$ cat src/rtl/frame_sync.sv
// Frame aligner: hunts for the F6F6F6282828 FAS, confirms it one frame later, then tracks row/col.
// Latency 1 cycle (all outputs registered); no backpressure, the stream advances only on i_valid.
module frame_sync #(
  parameter int LOSS_THRESH = 5
) (
  input  logic        i_clk,
  input  logic        i_rst_n,
  input  logic        i_valid,
  input  logic [7:0]  i_data,
  output logic        o_valid,
  output logic [7:0]  o_data,
  output logic [1:0]  o_row_cnt,
  output logic [10:0] o_col_cnt,
  output logic        o_in_frame,
  output logic        o_frame_start,
  output logic        o_fas_err
);

  localparam logic [47:0] FAS      = 48'hF6F6F6_282828;
  localparam logic [10:0] LAST_COL = 11'd1040;
  localparam logic [10:0] FAS_COL  = 11'd5;
  localparam logic [2:0]  THRESH   = 3'(LOSS_THRESH);

  typedef enum logic [1:0] {
    ST_HUNT    = 2'd0,
    ST_PRESYNC = 2'd1,
    ST_SYNC    = 2'd2
  } state_t;

  state_t      r_state;
  state_t      w_state_nxt;
  logic [39:0] r_window;
  logic [47:0] w_window;
  logic [1:0]  r_row;
  logic [10:0] r_col;
  logic [2:0]  r_miss;
  logic        w_match;
  logic        w_check_byte;
  logic        w_miss_limit;
  logic        w_fas_fail;
  logic        w_frame_start;
  logic [1:0]  w_row_out;
  logic [10:0] w_col_out;

  logic        r_valid;
  logic [7:0]  r_data;
  logic [1:0]  r_row_out;
  logic [10:0] r_col_out;
  logic        r_in_frame;
  logic        r_frame_start;
  logic        r_fas_err;

  // Only the five previous bytes are stored; the live byte completes the six-byte window.
  assign w_window     = {r_window, i_data};
  assign w_match      = i_valid && (w_window == FAS);
  assign w_check_byte = i_valid && (r_state != ST_HUNT) && (r_row == 2'd0) && (r_col == FAS_COL);
  assign w_miss_limit = (r_miss + 3'd1) == THRESH;

  always_ff @(posedge i_clk or negedge i_rst_n) begin
    if (!i_rst_n) r_state <= ST_HUNT;
    else          r_state <= w_state_nxt;
  end

  always_comb begin
    w_state_nxt = r_state;
    case (r_state)
      ST_HUNT:    if (w_match) w_state_nxt = ST_PRESYNC;
      ST_PRESYNC: if (w_check_byte) w_state_nxt = w_match ? ST_SYNC : ST_HUNT;
      ST_SYNC:    if (w_check_byte && !w_match && w_miss_limit) w_state_nxt = ST_HUNT;
      default:    w_state_nxt = ST_HUNT;
    endcase
  end

  always_comb begin
    w_fas_fail    = w_check_byte && !w_match;
    w_frame_start = i_valid && (r_state == ST_SYNC) && (r_row == 2'd0) && (r_col == 11'd0);
    w_row_out     = r_row;
    w_col_out     = r_col;
    if (r_state == ST_HUNT) begin
      w_row_out = 2'd0;
      w_col_out = w_match ? FAS_COL : 11'd0;
    end
  end

  always_ff @(posedge i_clk or negedge i_rst_n) begin
    if (!i_rst_n) begin
      r_window <= '0;
      r_row    <= '0;
      r_col    <= '0;
      r_miss   <= '0;
    end else if (i_valid) begin
      r_window <= w_window[39:0];
      if (w_state_nxt == ST_HUNT) begin
        r_row <= 2'd0;
        r_col <= 11'd0;
      end else if (r_state == ST_HUNT) begin
        r_row <= 2'd0;
        r_col <= 11'd6;
      end else if (r_col == LAST_COL) begin
        r_row <= r_row + 2'd1;
        r_col <= 11'd0;
      end else begin
        r_col <= r_col + 11'd1;
      end
      // Miss count is only meaningful in SYNC; every path back to HUNT leaves it cleared.
      if (w_state_nxt == ST_HUNT)                r_miss <= 3'd0;
      else if (w_check_byte && r_state == ST_SYNC) r_miss <= w_match ? 3'd0 : r_miss + 3'd1;
    end
  end

  always_ff @(posedge i_clk or negedge i_rst_n) begin
    if (!i_rst_n) begin
      r_valid       <= 1'b0;
      r_data        <= '0;
      r_row_out     <= '0;
      r_col_out     <= '0;
      r_in_frame    <= 1'b0;
      r_frame_start <= 1'b0;
      r_fas_err     <= 1'b0;
    end else begin
      r_valid       <= i_valid;
      r_in_frame    <= (r_state == ST_SYNC);
      r_frame_start <= w_frame_start;
      r_fas_err     <= w_fas_fail;
      if (i_valid) begin
        r_data    <= i_data;
        r_row_out <= w_row_out;
        r_col_out <= w_col_out;
      end
    end
  end

  assign o_valid       = r_valid;
  assign o_data        = r_data;
  assign o_row_cnt     = r_row_out;
  assign o_col_cnt     = r_col_out;
  assign o_in_frame    = r_in_frame;
  assign o_frame_start = r_frame_start;
  assign o_fas_err     = r_fas_err;

endmodule

$ cat config.mk
export PLATFORM = sky130hd
export DESIGN_NAME = frame_sync
export DESIGN_NICKNAME = d
export VERILOG_FILES = /design/src/rtl/frame_sync.sv
export SDC_FILE = /design/constraint.sdc
export NUM_CORES = 1
export LEC_CHECK = 0
export BUFFER_PORTS_ARGS = -buffer_cell sky130_fd_sc_hd__buf_2
export CORE_ASPECT_RATIO = 1.75
export CORE_MARGIN = 2
export CORE_UTILIZATION = 29
export DETAILED_ROUTE_END_ITERATION = 16
export SYNTH_ARGS = -nofsm -noshare
export SYNTH_HDL_FRONTEND = slang
export SYNTH_SLANG_ARGS = --single-unit
$ cat constraint.sdc
create_clock -name i_clk -period 2.5 [get_ports i_clk]
set_input_delay 0.5 -clock i_clk [delete_from_list [all_inputs] [get_ports i_clk]]
set_output_delay 0.5 -clock i_clk [all_outputs]
set_load 0.01 [all_outputs]
==> results.cfg <==
[timing]
setup_tns_ps = 0
fmax_mhz = 418
finalCriticalPeriod_ps = 2390
setup_slack_ps = 106
worstMarginPinSlew_ps = 599
hold_viol = 0
period_share = 0.958
setup_violations = 0
relSlewSlack = 0.597
finalMaxSlewViolations = 0
fin_worst_skew_ps = 5.32
rsz0062_at_grt = false

[worst_setup_path]
cpMaxStageDelayCell = or4_1
crit_path_cell_trace = or4_4 -> or4_1 -> or3b_1 -> nand2b_4 -> o31ai_2
worstPathRequired_ps = 2750
cp-end-kind = register
worstPathMaxFanout = 8
critPathKind = reg2reg
worst-path-buf-inv = 0
start_kind = register
cpPeakStageDelay_ps = 630
cp.arrival_ps = 2640
critPathTopFamily = simple AND/OR/NAND/NOR gates

[synth]
ys_ff_latch = 75
synth_common_cells = dfrtp_1, mux2_2, nand2_1
synth_cells = 276
synth-edff-count = 0
synthDistinctLibCells = 55
synth_most_common_cell = dfrtp_1
syn_avg_cell_area_um2 = 12.4
yosys-top-cells-area = dfrtp_1, mux2_2, o2bb2ai_1, nand2_1, ha_1
syn-cell-area_um2 = 3420
synthArstFlopShare = 1.00
yosysWarnings = 0
syn_nets = 293
yosysSeqAreaShare = 0.549
yosys.area.top_type = dfrtp_1
yosys.area.top_type_share = 0.549
synth_ff_type = dfrtp_1

[clocking]
clk_pin_slew_ps = 60
cts_tree = built
numCtsBuffers = 9
hold_buffers = 0
cts_sinks = 75
cts_max_level = 3
clk_path_buf_depth = 2
clk_latency_ps = 340
post-cts-setup-buffer-count = 0
cts_resized = 0
clock-root-buffer = clkbuf_16

[global_routing]
grtUsageMet2 = 0.224
grt_pass1_vias = 2340
grt_pass1_wl_mm = 12.1
grtUsageMet3 = 0.0257
antenna_found_initial = 0
grt_max_degree = 40
busiest_layer = met2
grt_use_total = 0.125
use_met1 = 0.133
globalRoute.totalOverflow = 0

[detailed_routing]
wl_per_cell_um = 16.4
vias = 2253
drt-total-wl_mm = 7.38
drcViolationCount = 0
via_per_inst = 5.00
drtAntennaViolNets = 0
drtPass1Iterations = 4
drt_first_iter_violations = 125

[layout]
area.growth.synth_to_final_pct = 18.7
drive_above_1_share = 0.361
final_nets = 328
stdcell_count = 451
fin_util = 0.352
antennaDiodeCount = 0

[pwr]
ir_drop_v = 0.000412
power.leakage_nw = 1.78
power.density_nw_per_um2 = 762
p_total_mw = 3.09

[placement]
place_congestion = 0.784
dp_slack_ps = 101
port-buffer-count = 35
dp_hpwl_mm = 5.27
dp.cells = 435

[floorplanning]
start_util = 0.297
core_um2 = 11500
die_h_um = 148
rows = 52
io_pins = 36
die_area_um2 = 12700
die_w_um = 86.1

[worst_hold_path]
hold_class = in2async

[run]
maxCapViolations = 0

[outcome]
status = completed
==> per-layer routing <==
layer	up-vias	routed length, µm
met5	-	0
met4	0	205
met3	13	254
met2	45	4070
met1	1131	2840
li1	1064	-
==> cells by family after synthesis <==
group / count (synthesis) / synth area share
compound gates: 35 / 0.0849
buf+inv: 31 / 0.0476
mux: 42 / 0.138
simple gates: 80 / 0.141
flops: 75 / 0.549
xor+xnor: 7 / 0.0179
fa+ha+maj: 6 / 0.0220
==> power by group <==
part	leakage (nW)	switching [mW]	internal [mW]	total, mW
clock network	0.155	0.513	0.900	1.41
registers	0.958	0.0948	1.34	1.44
logic	0.672	0.0994	0.140	0.239
total	1.78	0.707	2.38	3.09
==> metrics by stage <==
| step | hold slack (ps) | instance area (µm²) |
|---|---|---|
| final | 119 | 4060 |
| after global routing | 172 | 4060 |
| after floorplan | 204 | 3420 |
| after detailed placement | 468 | 3730 |
| after CTS | 134 | 4060 |
| after global placement | 469 | 3730 |
==> flip-flops by register name, indices dropped and copies added, names as in the netlist <==
register / count
o_row_cnt: 2
r_miss: 3
r_window: 40
o_frame_start: 1
r_col: 11
o_in_frame: 1
r_state: 2
r_row: 2
o_valid: 1
o_fas_err: 1
o_col_cnt: 11
==> path summary, 6_finish.rpt <==
check / slack, ps / end / from / cells after the start
max: 110 / r_row[0] / r_col[3] / 5
min: 120 / r_window[7] / i_rst_n / 1
max reg2reg: 110 / r_row[0] / r_col[3] / 5
min reg2reg: 480 / o_col_cnt[8] / o_col_cnt[8] / 1
max in group asynchronous: 1790 / r_miss[2] / i_rst_n / 2
min in group i_clk: 410 / r_window[3] / i_data[3] / 2
==> placed cells by master (no fill, tap or decap), types with 2 or more instances in the layout <==
master,instances
clkbuf_16,9
nor2_1,10
nor4_1,2
or4_4,2
ha_1,6
nor2b_1,2
nor3_1,2
inv_1,10
or4_1,2
xor2_1,7
nand3_1,5
nand2b_1,2
o31ai_1,2
o21ai_0,2
nand2_1,24
mux2_2,41
nand4_1,8
a21oi_1,2
nor3_2,2
bufinv_16,2
clkinvlp_4,2
nor4bb_1,2
buf_2,34
o211ai_1,3
buf_4,10
a22o_1,2
dfrtp_1,75
nor4b_1,4
o2bb2ai_1,12
==> area by class of cell <==
| class | count | area [µm²] |
|---|---|---|
| clock inverter | 6 | 88.8 |
| timing repair buffer | 45 | 265 |
| inverter | 10 | 37.5 |
| multi-input combinational | 170 | 1380 |
| clock buffer | 10 | 239 |
| sequential | 75 | 1880 |
| tap | 135 | 169 |
| fill | 1121 | 7460 |
==> worst register-to-register path, cell delays in order (launching register included) <==
cell and delay [ps]:
dfrtp_1 460, or4_4 600, or4_1 630, or3b_1 420, nand2b_4 150, o31ai_2 50
(Power assumes the default switching activity.)
